[config.mk]
export PLATFORM = sky130hd
export DESIGN_NAME = dwc_window_reorder
export DESIGN_NICKNAME = d
export VERILOG_FILES = /design/src/rtl/dwc_window_reorder.sv
export SDC_FILE = /design/constraint.sdc
export NUM_CORES = 1
export LEC_CHECK = 0
export CAP_MARGIN = 20
export CORE_MARGIN = 2
export CORE_UTILIZATION = 35
export DETAILED_ROUTE_END_ITERATION = 10
export GPL_TIMING_DRIVEN = 0
export SKIP_CTS_REPAIR_TIMING = 1
export SLEW_MARGIN = 0
export SYNTH_ARGS = -nofsm -noshare
export SYNTH_HDL_FRONTEND = slang
export SYNTH_SLANG_ARGS = --single-unit
[constraint.sdc]
create_clock -name ap_clk -period 7.01 [get_ports ap_clk]
set_clock_uncertainty 0.05 [all_clocks]
set_input_delay 1.7525 -clock ap_clk [delete_from_list [all_inputs] [get_ports ap_clk]]
set_output_delay 1.7525 -clock ap_clk [all_outputs]
set_load 0.02 [all_outputs]
[src/rtl/dwc_window_reorder.sv]
// Ping-pong window buffer that re-slices one [KERNEL_PROD][CHANNELS] window
// into NF*SF beats of [SIMD][PE] activations, with selectable fold order and tlast.
module dwc_window_reorder #(
  parameter int SIMD             = 3,
  parameter int PE               = 2,
  parameter int CHANNELS         = 9,
  parameter int KERNEL_PROD      = 4,
  parameter int ACTIVATION_WIDTH = 4,
  parameter int SF_OUTER         = 0,
  localparam int SF              = CHANNELS / SIMD,
  localparam int NF              = KERNEL_PROD / PE,
  localparam int BEATS           = SF * NF,
  localparam int IW              = KERNEL_PROD * CHANNELS * ACTIVATION_WIDTH,
  localparam int OW              = SIMD * PE * ACTIVATION_WIDTH
) (
  input  logic          ap_clk,
  input  logic          ap_rst_n,
  input  logic [IW-1:0] s_axis_input_tdata,
  input  logic          s_axis_input_tvalid,
  output logic          s_axis_input_tready,
  output logic [OW-1:0] m_axis_output_tdata,
  output logic          m_axis_output_tvalid,
  input  logic          m_axis_output_tready,
  output logic          m_axis_output_tlast
);

  localparam int SFW = (SF > 1) ? $clog2(SF) : 1;
  localparam int NFW = (NF > 1) ? $clog2(NF) : 1;
  localparam int CW  = (SFW > NFW) ? SFW : NFW;
  localparam logic [CW-1:0] SF_MAX = CW'(SF - 1);
  localparam logic [CW-1:0] NF_MAX = CW'(NF - 1);

  if ((CHANNELS % SIMD) != 0) begin : g_bad_simd
    $fatal(1, "dwc_window_reorder: CHANNELS must be a multiple of SIMD");
  end
  if ((KERNEL_PROD % PE) != 0) begin : g_bad_pe
    $fatal(1, "dwc_window_reorder: KERNEL_PROD must be a multiple of PE");
  end
  if (BEATS < 1) begin : g_bad_beats
    $fatal(1, "dwc_window_reorder: fold produces no beats");
  end

  logic [IW-1:0] bank0_q, bank0_d;
  logic [IW-1:0] bank1_q, bank1_d;
  logic [1:0]    occ_q, occ_d;
  logic          wr_ptr_q, wr_ptr_d;
  logic          rd_ptr_q, rd_ptr_d;
  logic [CW-1:0] nf_q, nf_d;
  logic [CW-1:0] sf_q, sf_d;

  logic          accept_s;
  logic          fire_s;
  logic          last_beat_s;
  logic          release_s;
  logic [IW-1:0] rd_win_s;
  logic [OW-1:0] beat_s;

  // Handshake decode; the input may be accepted in the very cycle a full bank is released.
  always_comb begin
    m_axis_output_tvalid = (occ_q != 2'd0);
    fire_s               = m_axis_output_tvalid && m_axis_output_tready;
    last_beat_s          = (nf_q == NF_MAX) && (sf_q == SF_MAX);
    release_s            = fire_s && last_beat_s;
    s_axis_input_tready  = ap_rst_n && ((occ_q < 2'd2) || release_s);
    accept_s             = s_axis_input_tvalid && s_axis_input_tready;
  end

  // Beat mux: element [s][p] comes from kernel position nf*PE+p, channel sf*SIMD+s.
  always_comb begin
    rd_win_s = rd_ptr_q ? bank1_q : bank0_q;
    beat_s   = '0;
    for (int s = 0; s < SIMD; s++) begin
      for (int p = 0; p < PE; p++) begin
        beat_s[(s*PE + p)*ACTIVATION_WIDTH +: ACTIVATION_WIDTH] =
          rd_win_s[((int'(nf_q)*PE + p)*CHANNELS + int'(sf_q)*SIMD + s)*ACTIVATION_WIDTH +: ACTIVATION_WIDTH];
      end
    end
    if (m_axis_output_tvalid) begin
      m_axis_output_tdata = beat_s;
      m_axis_output_tlast = last_beat_s;
    end else begin
      m_axis_output_tdata = '0;
      m_axis_output_tlast = 1'b0;
    end
  end

  // Bank write, pointer toggling and occupancy bookkeeping.
  always_comb begin
    bank0_d  = bank0_q;
    bank1_d  = bank1_q;
    wr_ptr_d = wr_ptr_q;
    rd_ptr_d = rd_ptr_q;
    occ_d    = occ_q;
    if (accept_s) begin
      wr_ptr_d = ~wr_ptr_q;
      if (wr_ptr_q) begin
        bank1_d = s_axis_input_tdata;
      end else begin
        bank0_d = s_axis_input_tdata;
      end
    end else begin
      wr_ptr_d = wr_ptr_q;
    end
    if (release_s) begin
      rd_ptr_d = ~rd_ptr_q;
    end else begin
      rd_ptr_d = rd_ptr_q;
    end
    case ({accept_s, release_s})
      2'b10:   occ_d = occ_q + 2'd1;
      2'b01:   occ_d = occ_q - 2'd1;
      default: occ_d = occ_q;
    endcase
  end

  // Fold counters; the inner loop is sf when SF_OUTER==0 and nf otherwise.
  always_comb begin
    nf_d = nf_q;
    sf_d = sf_q;
    if (fire_s) begin
      if (last_beat_s) begin
        nf_d = '0;
        sf_d = '0;
      end else if (SF_OUTER != 0) begin
        if (nf_q == NF_MAX) begin
          nf_d = '0;
          sf_d = sf_q + CW'(1);
        end else begin
          nf_d = nf_q + CW'(1);
        end
      end else begin
        if (sf_q == SF_MAX) begin
          sf_d = '0;
          nf_d = nf_q + CW'(1);
        end else begin
          sf_d = sf_q + CW'(1);
        end
      end
    end else begin
      nf_d = nf_q;
      sf_d = sf_q;
    end
  end

  // State registers; reset discards any buffered windows.
  always_ff @(posedge ap_clk or negedge ap_rst_n) begin
    if (!ap_rst_n) begin
      bank0_q  <= '0;
      bank1_q  <= '0;
      occ_q    <= 2'd0;
      wr_ptr_q <= 1'b0;
      rd_ptr_q <= 1'b0;
      nf_q     <= '0;
      sf_q     <= '0;
    end else begin
      bank0_q  <= bank0_d;
      bank1_q  <= bank1_d;
      occ_q    <= occ_d;
      wr_ptr_q <= wr_ptr_d;
      rd_ptr_q <= rd_ptr_d;
      nf_q     <= nf_d;
      sf_q     <= sf_d;
    end
  end

endmodule

## After elaboration in Yosys (flattened, before gate mapping)

Cells that the tools add are included.

- Mux-type cells: 8
- Multiply operators: 3
- Equal/unequal tests: 4
- Reduce and logical (&&, ||, !) cells: 12
- Magnitude comparators: 1
- Add/subtract/negate cells: 11
- Shift-type cells: 6
- Bitwise logic cells: 2

Operators by type and width:

| kind | number |
|---|---|
| 144-bit by 32-bit variable part select with 4-bit output | 5 |
| 144-bit 2-to-1 mux | 1 |
| 144-bit by 13-bit variable part select with 4-bit output | 1 |
| 30-bit by 2-bit adder with 30-bit output, second input constant | 2 |
| 30-bit by 3-bit adder with 30-bit output, second input constant | 1 |
| 24-bit 2-to-1 mux | 1 |
| 9-bit by 2-bit adder with 10-bit output, second input constant | 1 |
| 8-bit by 4-bit adder with 9-bit output | 1 |
| 7-bit by 4-bit adder with 8-bit output | 1 |
| 4-bit by 4-bit multiplier with 8-bit output, second input constant | 1 |
| 2-bit 2-to-1 mux | 4 |
| 2-bit by 1-bit adder with 2-bit output, second input constant | 3 |
| 2-bit by 4-bit multiplier with 6-bit output, second input constant | 1 |
| 2-bit AND reduction | 3 |
| 2-bit nonzero test | 3 |
| 1-bit logical AND | 5 |
| 3-bit by 1-bit adder with 4-bit output, second input constant | 1 |
| 2-bit by 1-bit == test with 1-bit output, second input constant | 2 |
| 2-bit == test, second input constant | 2 |
| 2-bit by 2-bit multiplier with 4-bit output, second input constant | 1 |
| 2-bit one-hot mux with 2 select lines | 1 |
| 2-bit less-than comparator, second input constant | 1 |
| 1-bit inverter | 2 |
| 2-bit by 1-bit subtractor with 2-bit output, second input constant | 1 |
| 2 further kinds | 2 |

- Register bits after elaboration: 296
- Word-level logic and storage cells: 54
- Output and inout port bits: 27
- Input port bits: 148

## Longest topological paths before layout

Gate-level depths: netlist of the first run.

- Depth in word-level cells: 8
- Mapped depth: 20

## Least setup slack after synthesis of the first run

OpenSTA, ideal clock, no wires.

- Path kind: register -> output
- Start point: reg sf_q[0]
- End point: out m_axis_output_tdata[16]
- Slack: 0.536 ns
- Data arrival time: 4.671 ns
- Cell stages (with the launch flop): 20
- Path through: dfrtp_1 -> clkbuf_2 -> buf_4 -> buf_4 -> buf_4 -> buf_2 -> inv_1 -> ha_1 -> ha_1 -> inv_1 -> fa_1 -> buf_2 -> clkinv_1 -> ha_1 -> clkbuf_1 -> clkbuf_1 -> mux2i_1 -> a21oi_1 -> a211oi_1 -> o32ai_1

- Cells in the longest elaborated chain, start to end: 5

Ends and longest elaborated chain:

| item | RTL line | RTL |
|---|---|---|
| start: declaration | 49 | `logic [CW-1:0] sf_q, sf_d;` |
| start signal: assignment | 154 | `sf_q <= '0;` |
| start signal: assignment | 162 | `sf_q <= sf_d;` |
| 2-bit by 2-bit multiplier with 4-bit output | 75 | `rd_win_s[((int'(nf_q)*PE + p)*CHANNELS + int'(sf_q)*SIMD + s)*ACTIVATION_WIDTH +: ACTIVATION_WIDTH];` |
| 7-bit by 4-bit adder with 8-bit output | 75 |  |
| 30-bit by 3-bit adder with 30-bit output | 75 |  |
| 144-bit by 32-bit variable part select with 4-bit output | 75 |  |
| 24-bit 2-to-1 mux | 78 | `if (m_axis_output_tvalid) begin` |
| end: declaration | 21 | `output logic [OW-1:0] m_axis_output_tdata,` |

Every way passes these cells.

## Final worst setup path of the first run

- Start point: reg sf_q[0]
- End point: out m_axis_output_tdata[12]

- Cells in the longest elaborated chain, start to end: 5

Ends and longest elaborated chain:

| item | RTL line |
|---|---|
| 2-bit by 2-bit multiplier with 4-bit output | 75 |
| 8-bit by 4-bit adder with 9-bit output | 75 |
| 30-bit by 2-bit adder with 30-bit output | 75 |
| 144-bit by 32-bit variable part select with 4-bit output | 75 |
| 24-bit 2-to-1 mux | 78 |

Every way passes these cells.

==> run_results.csv, run 1 <==
group,metric,value,unit
outcome,run_status,"complete, but fails checks",
outcome,violations_in_the_final_reports,"negative setup slack",
cts,htree_levels,2,
final_layout,final_common_cell,"mux2_2",
timing,achievable-frequency,0.142,GHz
logic_synthesis,area_contributors_post_synth,"dfrtp_1, mux4_2, mux2_2",
setup_path,worst_ep_required_time,5.21,ns
placement,post-dp-hpwl,60.5,mm
min_path,hold_path_depth,1,
setup_path,endpoint_kind,"output port",
drt,remaining_drc_errors,0,
floorplanning,initial_utilization,0.355,
drt,drt_wl_total,79.8,mm
final_layout,most-common-layout-cells,"mux2_2, dfrtp_1, mux4_2",
setup_path,crit-reg2reg-launch,"sf_q[0]",
floorplanning,die_x,241,um
logic_synthesis,synth.lib_cells_used.distinct,70,
logic_synthesis,yosys_register_bits,296,
grt,grt_max_degree,120,
logic_synthesis,synth_top_area_cell,"dfrtp_1",
placement,placement.cell_area,22400,sq um
logic_synthesis,synth-edff-count,0,
logic_synthesis,syn_avg_cell_area,13.6,sq um
cts,insertion_delay,0.54,ns
drt,routed_via_density,6.20,
timing,max_slew_margin,0.255,
setup_path,reg2reg_setup_slack,3.02,ns
final_layout,multi_input_area,12200,sq um
cts,cts_tree,"yes",
timing,hold_violations,0,
floorplanning,floorplan.core_area,55300,sq um
setup_path,r2r.worst_path.cells,14,
min_path,timing.hold.worst.start,"occ_q[1]",
grt,grt_remaining_overflow,0,
logic_synthesis,postSynthCellCount,1446,
logic_synthesis,syn-cell-area,19600,sq um
drt,dr.pass1.iters,6,
drt,antenna_viol_nets_final,0,
cts,numCtsBuffers,35,
floorplanning,num_io_pins,175,
timing,finalWorstSetupSlack,-0.0437,ns
floorplanning,floorplan.die_area,58000,sq um
placement,place_worst_setup_slack,-2.18,ns
setup_path,timing_worst_setup_path_type,"register to output port",
setup_path,capture_instance_of_the_worst_register_to_register_path,"bank1_q[111]",
timing,setup_violating_endpoint_count_in_the_final_report,3,
logic_synthesis,most_instantiated_flip_flop_cell_in_the_synthesis_netlist,"dfrtp_1",
grt,antenna_found_initial,3,
cts,clk_path_buf_depth,3,
drt,via_count,15300,
final_layout,sequential_cell_area,7410,sq um
timing,fin_crit_sh,1.01,
floorplanning,rows,86,
drt,wl_per_cell,32.3,um
timing,rsz_0062_raised_after_global_routing,"yes",
final_layout,area_delta_synth_final,26.0,%
drt,drt-initial-drc-count,1596,
run,max_cap_viol_count,0,
logic_synthesis,netlist.area_leader.share,0.377,
cts,cts.root.buffer_cell,"clkbuf_16",
placement,numPortBuffers,174,
final_layout,postLayoutCellArea,24800,sq um
timing,period_needed,7.05,ns
final_layout,fillerInstances,5045,
timing,tightest_slew,1.12,ns
placement,gp_congestion,0.979,
setup_path,worst_ep_arrival_time,5.25,ns
timing,maxSlewViolCount,0,
logic_synthesis,post_synthesis_net_count,1610,
logic_synthesis,synth_seq_area_share,0.377,
setup_path,critPathLaunchType,"register",
cts,cts.sinks,296,
logic_synthesis,async_flop_share,1.00,
final_layout,post_route_cells_drive_above_1_share,0.476,
final_layout,final_nets,1866,
floorplanning,die_h,241,um
min_path,min-delay-path-class,"register to register",
min_path,hold_end,"occ_q[1]",
cts,clk_transition_reported_paths,0.06,ns
grt,grt_pass1_vias,15600,
final_layout,finalCoreUtilization,0.448,
grt,grt_first_pass_wirelength,113,mm
setup_path,critPathMaxFanout,9,
grt,grt_util_all_layers,0.275,
final_layout,antenna_cells_inserted,0,
logic_synthesis,yosys_warnings,0,
-- cells in the mapped netlist, drive strengths merged, types with 7 or more instances --
cell type,instances
nor3,12
nor2b,17
nor2,48
o21ai,21
ha,14
inv,16
o22ai,8
a2111oi,8
nor4,11
mux4,205
mux2,310
nand3,19
buf,88
a221oi,10
a211oi,11
o211ai,13
nand2,84
clkbuf,30
a22oi,23
a21oi,32
mux2i,62
dfrtp,296
xor2,7
xnor2,15
-- per-layer routing --
layer / GRT usage / part of all wire / vias up
li1: - / - / 6242
met1: 0.394 / 0.43 / 8224
met2: 0.429 / 0.46 / 708
met3: 0.0450 / 0.076 / 138
met4: 0.0840 / 0.033 / 2
met5: 0 / 0.00015 / -
-- worst max path at each step --
stage	startpoint	end	slack, ns	cells past startpoint
2_1_floorplan	sf_q[0]	m_axis_output_tdata[16]	0.54	19
3_5_place_dp	sf_q[0]	m_axis_output_tdata[11]	-2.18	20
4_1_cts	sf_q[0]	m_axis_output_tdata[11]	-2.80	20
3_3_place_gp	ap_rst_n	bank0_q[140]	-8.35	7
6_report	sf_q[0]	m_axis_output_tdata[12]	-0.04	21
5_1_grt	sf_q[0]	m_axis_output_tdata[10]	-0.14	20
-- worst max-delay path, cell delays in order, from the launching register on --
cell        delay [ns]
dfrtp_2           0.45
buf_6             0.15
buf_12            0.13
buf_12            0.14
buf_16            0.15
buf_12            0.13
clkinvlp_4        0.10
ha_4              0.22
ha_4              0.32
ha_4              0.14
inv_1             0.05
fa_2              0.37
or3b_4            0.40
and3_4            0.20
or2_2             0.29
buf_8             0.13
a2111oi_4         0.27
o31a_1            0.32
buf_4             0.17
buf_4             0.10
a221o_1           0.30
buf_6             0.17
-- cell families (layout without fill, tap and decap cells) --
group | count (synthesis) | in the layout | share of synthesized area
muxes | 577 | 577 | 0.444
adders and majority gates | 16 | 16 | 0.0110
buffers and inverters | 135 | 412 | 0.0374
and+or+nand+nor | 223 | 223 | 0.0529
xor gates and xnor gates | 22 | 22 | 0.00981
DFF | 296 | 296 | 0.377
AOI/OAI and AO/OA | 177 | 177 | 0.0676
-- area by class of cell --
type,instances,area share
timing repair buffer,221,0.0877
sequential,296,0.299
inverter,17,0.00303
buffer,116,0.0343
multi-input combinational,1015,0.493
clock inverter,11,0.00531
tap,748,0.0378
clock buffer,47,0.0397
-- through the flow --
stage	TNS, ns	instances	hold WS (ns)
after global placement	-4690.83	2368	0.432
after global routing	-0.666	2471	0.466
after CTS	-56.43	2430	0.450
after detailed placement	-41.71	2372	0.436
after floorplan	0	1446	0.414
final	-0.0644	2471	0.451
-- state kept, by name (all words and copies together) (netlist names) --
register / count
bank0_q: 144
rd_ptr_q: 1
sf_q: 2
occ_q: 2
wr_ptr_q: 1
bank1_q: 144
nf_q: 2
Power of run 1 is not shown: default switching activity piles up to over one toggle a cycle in this logic, so the estimate is an artifact.
==> run 2, diff against run 1 <==
--- a/config.mk
+++ b/config.mk
@@ -5,10 +5,10 @@
 export SDC_FILE = /design/constraint.sdc
 export NUM_CORES = 1
 export LEC_CHECK = 0
-export CAP_MARGIN = 20
 export CORE_MARGIN = 2
 export CORE_UTILIZATION = 35
 export DETAILED_ROUTE_END_ITERATION = 10
+export DONT_BUFFER_PORTS = 1
 export GPL_TIMING_DRIVEN = 0
 export SKIP_CTS_REPAIR_TIMING = 1
 export SLEW_MARGIN = 0
==> run 2 against run 1 <==
- die area stayed put
- final cell count is 7.4% lower
- first-iteration DRC count is 3.6% lower
- via count is 3.6% lower
- the run now ends clean
- largest cell class unchanged
- final area is 7.5% lower
- sequential share of layout area is 2.4 points higher
- setup slack better by 0.091 ns
==> run_results.csv, run 2 (same netlist as run 1, synthesis figures left out) <==
group,metric,value,unit
timing,hold_violations,0,
grt,grt_remaining_overflow,0,
timing,setup_total_negative_slack,0,ns
drt,antenna_viol_nets_final,0,
timing,setup_violating_endpoint_count_in_the_final_report,0,
setup_path,cell_with_the_largest_stage_delay_on_the_worst_path,"dfrtp_2",
min_path,hold_path_depth,1,
setup_path,critPathLaunchType,"register",
final_layout,postLayoutCellArea,22900,sq um
placement,numPortBuffers,0,
final_layout,final_nets,1680,
setup_path,crit_top_cell,"buf_12",
floorplanning,die_h,241,um
drt,routed_via_density,6.45,
floorplanning,initial_utilization,0.355,
timing,maxSlewViolCount,0,
cts,clk_transition_reported_paths,0.06,ns
setup_path,r2r.worst_path.cells,13,
final_layout,area_delta_synth_final,16.5,%
placement,post-dp-hpwl,59.0,mm
grt,grt_pass1_vias,14800,
run,max_cap_viol_count,0,
floorplanning,floorplan.core_area,55300,sq um
setup_path,timing_worst_setup_path_type,"register to output port",
setup_path,worst_ep_arrival_time,5.16,ns
drt,wl_per_cell,33.8,um
placement,gp_congestion,1.00,
timing,max_slew_margin,0.217,
setup_path,worst_ep_required_time,5.21,ns
min_path,min-delay-path-class,"register to register",
cts,clk_path_buf_depth,3,
cts,cts.root.buffer_cell,"clkbuf_16",
setup_path,crit-reg2reg-launch,"sf_q[0]",
setup_path,worst_setup_path_startpoint,"sf_q[0]",
floorplanning,floorplan.die_area,58000,sq um
drt,via_count,14800,
final_layout,largest_registers_in_the_final_layout,"bank0_q (144), bank1_q (144)",
setup_path,critPathCapture,"m_axis_output_tdata[23]",
final_layout,post_route_cells_drive_above_1_share,0.507,
setup_path,critical-path-max-stage-delay,0.41,ns
cts,insertion_delay,0.54,ns
timing,fin_crit_sh,0.993,
floorplanning,die_x,241,um
grt,antenna_found_initial,1,
grt,grt_util_all_layers,0.265,
placement,place_worst_setup_slack,-1.57,ns
final_layout,antenna_cells_inserted,0,
outcome,run_status,"finished, final reports clean",
drt,drt-initial-drc-count,1539,
setup_path,capture_instance_of_the_worst_register_to_register_path,"bank1_q[111]",
final_layout,final_common_cell,"mux2_2",
setup_path,endpoint_kind,"output port",
setup_path,path_cells,"buf_6, buf_12, buf_12, buf_12, buf_12, clkinvlp_4, ha_4, ha_4, ha_2, inv_1, fa_2, buf_12, xnor2_4, clkbuf_2, clkbuf_2, nand2_1, a32oi_1, nand4_1, o211ai_1",
setup_path,critPathMaxFanout,10,
timing,tightest_slew,1.17,ns
cts,cts.sinks,296,
timing,period_needed,6.96,ns
floorplanning,num_io_pins,175,
timing,achievable-frequency,0.144,GHz
setup_path,reg2reg_setup_slack,2.48,ns
final_layout,most-common-layout-cells,"mux2_2, dfrtp_1, mux4_2",
min_path,timing.hold.worst.start,"occ_q[1]",
cts,htree_levels,2,
drt,drt_wl_total,77.4,mm
cts,cts_tree,"yes",
timing,finalWorstSetupSlack,0.0469,ns
cts,numCtsBuffers,36,
drt,dr.pass1.iters,7,
placement,placement.cell_area,20600,sq um
grt,grt_first_pass_wirelength,109,mm
drt,remaining_drc_errors,0,
floorplanning,rows,86,
grt,grt_max_degree,298,
run 2: cell count changes in the layout (fill, tap and decap cells not counted), sizes merged:
cell | previous run | this run
buf | 136 | 119
bufinv | 2 | 7
clkbuf | 86 | 76
clkdlybuf4s50 | 151 | 0
clkinv | 5 | 9
clkinvlp | 6 | 4
dlymetal6s2s | 11 | 0
run 2: final cells by class:
class	count	area, sq um
plain buffers	116	815
clock buffers	45	1020
clock inverters	18	285
fillers	5155	32400
inverters	17	71.3
multi-input cells	1015	12000
flip-flops and latches	296	7410
well taps	748	936
repair buffers	34	365
run 2: worst max-delay path, delay by kind of cell, from the launching register on:
kind            cells  cell delay, ns
flops               1            0.41
compound gates      2            0.64
fa+ha+maj           4            1.13
simple gates        2            0.33
xor+xnor            1            0.31
buf+inv            10            1.76
run 2: how the worst min path moves through the flow:
stage               endpoint  slack [ns]
floorplan           occ_q[1]        0.41
global placement    occ_q[1]        0.43
detailed placement  occ_q[1]        0.45
CTS                 occ_q[1]        0.46
global route        occ_q[1]        0.47
finish              occ_q[1]        0.46
run 2: per-stage QoR:
stage,utilization,hold WS [ns],cells
3_5_place_dp,0.372,0.450,2195
5_1_grt,0.414,0.468,2289
3_3_place_gp,0.372,0.431,2194
4_1_cts,0.396,0.457,2258
6_report,0.414,0.461,2289
2_1_floorplan,-,0.414,1446
run 2: layer usage:
layer	vias up	global-route usage	part of all wire	wire length [um]
met5	-	0	0	0
met4	0	0.102	0.040	3080
met3	159	0.0820	0.11	8140
met2	818	0.412	0.46	35500
met1	7924	0.347	0.40	30700
li1	5867	-	-	-
Power of run 2 is left out for the same reason.
==> run 3, diff against run 2 <==
--- a/config.mk
+++ b/config.mk
@@ -6,7 +6,8 @@
 export NUM_CORES = 1
 export LEC_CHECK = 0
 export CORE_MARGIN = 2
-export CORE_UTILIZATION = 35
+export CORE_UTILIZATION = 40
+export CTS_CLUSTER_SIZE = 16
 export DETAILED_ROUTE_END_ITERATION = 10
 export DONT_BUFFER_PORTS = 1
 export GPL_TIMING_DRIVEN = 0
==> run 3 against run 2 <==
- first-iteration DRC count rose by 22%
- hold slack worse by 0.016 ns
- non-clock buffer count is 16 lower
- die area shrank 12%
- wire length is 2.4% lower
- maximum frequency increased by 0.53%
- setup slack better by 0.037 ns
- final area fell by 1.3%
- utilization grew 5.0 points
- critical path depth is the same
- largest cell class unchanged
==> run_results.csv, run 3 (same netlist as run 1, synthesis figures left out) <==
group,metric,value,unit
final_layout,final_common_cell,"mux2_2",
timing,rsz_0062_raised_after_global_routing,"yes",
grt,grt_pass1_vias,14800,
min_path,min-delay-path-class,"register to register",
grt,grt_remaining_overflow,0,
grt,grt_first_pass_wirelength,107,mm
outcome,run_status,"finished, final reports clean",
cts,insertion_delay,0.56,ns
final_layout,postLayoutCellArea,22600,sq um
setup_path,crit-reg2reg-launch,"sf_q[0]",
min_path,hold_end,"wr_ptr_q",
drt,wl_per_cell,34.5,um
setup_path,timing_worst_setup_path_type,"register to output port",
grt,grt_util_all_layers,0.296,
final_layout,area_delta_synth_final,15.0,%
drt,dr.pass1.iters,5,
timing,maxSlewViolCount,0,
timing,achievable-frequency,0.144,GHz
drt,antenna_viol_nets_final,0,
setup_path,worst_ep_arrival_time,5.12,ns
run,max_cap_viol_count,0,
final_layout,largest_registers_in_the_final_layout,"bank0_q (144), bank1_q (144)",
timing,period_needed,6.93,ns
timing,hold_violations,0,
setup_path,endpoint_kind,"output port",
timing,tightest_slew,1.29,ns
floorplanning,floorplan.die_area,50900,sq um
cts,clk_path_buf_depth,3,
final_layout,fillerInstances,4416,
drt,routed_via_density,6.76,
cts,clk_transition_reported_paths,0.06,ns
min_path,hold_path_depth,1,
setup_path,worst_ep_required_time,5.21,ns
timing,fin_crit_sh,0.988,
setup_path,critPathLaunchType,"register",
min_path,timing.hold.worst.start,"wr_ptr_q",
floorplanning,initial_utilization,0.403,
grt,antenna_found_initial,1,
setup_path,capture_instance_of_the_worst_register_to_register_path,"bank0_q[136]",
floorplanning,num_io_pins,175,
placement,gp_congestion,0.987,
setup_path,reg2reg_setup_slack,1.99,ns
timing,max_slew_margin,0.139,
final_layout,fin_cells,2188,
placement,placement.cell_area,20500,sq um
cts,numCtsBuffers,35,
drt,via_count,14800,
placement,place_worst_setup_slack,-1.52,ns
placement,numPortBuffers,0,
cts,htree_levels,2,
cts,cts.root.buffer_cell,"clkbuf_16",
floorplanning,floorplan.core_area,48700,sq um
final_layout,most-common-layout-cells,"mux2_2, dfrtp_1, mux4_2",
setup_path,r2r.worst_path.cells,14,
floorplanning,die_h,226,um
timing,finalWorstSetupSlack,0.0840,ns
floorplanning,die_x,226,um
setup_path,critPathMaxFanout,10,
floorplanning,rows,81,
drt,drt_wl_total,75.5,mm
cts,cts.sinks,296,
timing,setup_violating_endpoint_count_in_the_final_report,0,
placement,dpl.cell_count,2110,
drt,drt-initial-drc-count,1877,
final_layout,final_nets,1663,
placement,post-dp-hpwl,56.6,mm
cts,cts_tree,"yes",
final_layout,post_route_cells_drive_above_1_share,0.501,
grt,grt_max_degree,298,
drt,remaining_drc_errors,0,
==> run 3: cell count changes in the layout (fill, tap and decap cells not counted), moves of 3 or more <==
cell / before / now
a2111oi_2: 5 / 2
buf_4: 35 / 25
bufinv_16: 7 / 4
clkbuf_16: 41 / 38
clkbuf_4: 3 / 0
ha_1: 10 / 13
==> run 3: routing by layer <==
metal / global-route usage / vias up / wire (um)
met3: 0.0804 / 157 / 7820
met4: 0.112 / 4 / 3170
met2: 0.455 / 920 / 34400
met5: 0 / - / 26
li1: - / 5839 / -
met1: 0.402 / 7879 / 30100
==> run 3: cell type report <==
| cell class | instances | area (sq um) | area share |
|---|---|---|---|
| flip-flops and latches | 296 | 7410 | 0.328 |
| multi-input cells | 1015 | 12100 | 0.534 |
| clock inverters | 14 | 191 | 0.00847 |
| inverters | 17 | 67.6 | 0.00299 |
| well taps | 664 | 831 | 0.0368 |
| repair buffers | 19 | 203 | 0.00897 |
| diodes | 1 | 2.50 | 0.000111 |
| clock buffers | 47 | 1000 | 0.0444 |
| plain buffers | 115 | 826 | 0.0365 |
==> run 3: through the flow <==
stage,TNS (ns),util,hold slack (ns)
2_1_floorplan,0,-,0.414
3_3_place_gp,-24.60,0.420,0.432
3_5_place_dp,-24.93,0.420,0.439
4_1_cts,-39.38,0.445,0.449
5_1_grt,-0.227,0.463,0.459
6_report,0,0.464,0.445
==> run 3: worst max-delay path, stage by stage (launching register included) <==
cell,delay (ns)
dfrtp_1,0.41
buf_6,0.16
buf_12,0.15
buf_12,0.12
buf_12,0.15
buf_12,0.15
inv_2,0.05
ha_1,0.30
ha_4,0.18
inv_1,0.12
fa_1,0.45
buf_6,0.18
clkinvlp_4,0.09
ha_1,0.37
nand2_1,0.20
nor3b_1,0.19
o21ai_0,0.47
a21oi_1,0.19
a2111oi_4,0.43
o22ai_4,0.18
==> run 3: worst max path at each step <==
stage	from	endpoint	slack (ns)	cells past startpoint
finish	sf_q[0]	m_axis_output_tdata[10]	0.08	19
global placement	sf_q[0]	m_axis_output_tdata[16]	-1.51	20
CTS	sf_q[0]	m_axis_output_tdata[16]	-2.12	20
floorplan	sf_q[0]	m_axis_output_tdata[16]	0.54	19
detailed placement	sf_q[0]	m_axis_output_tdata[16]	-1.52	20
global route	sf_q[0]	m_axis_output_tdata[10]	-0.1	19
Power of run 3 is left out for the same reason.
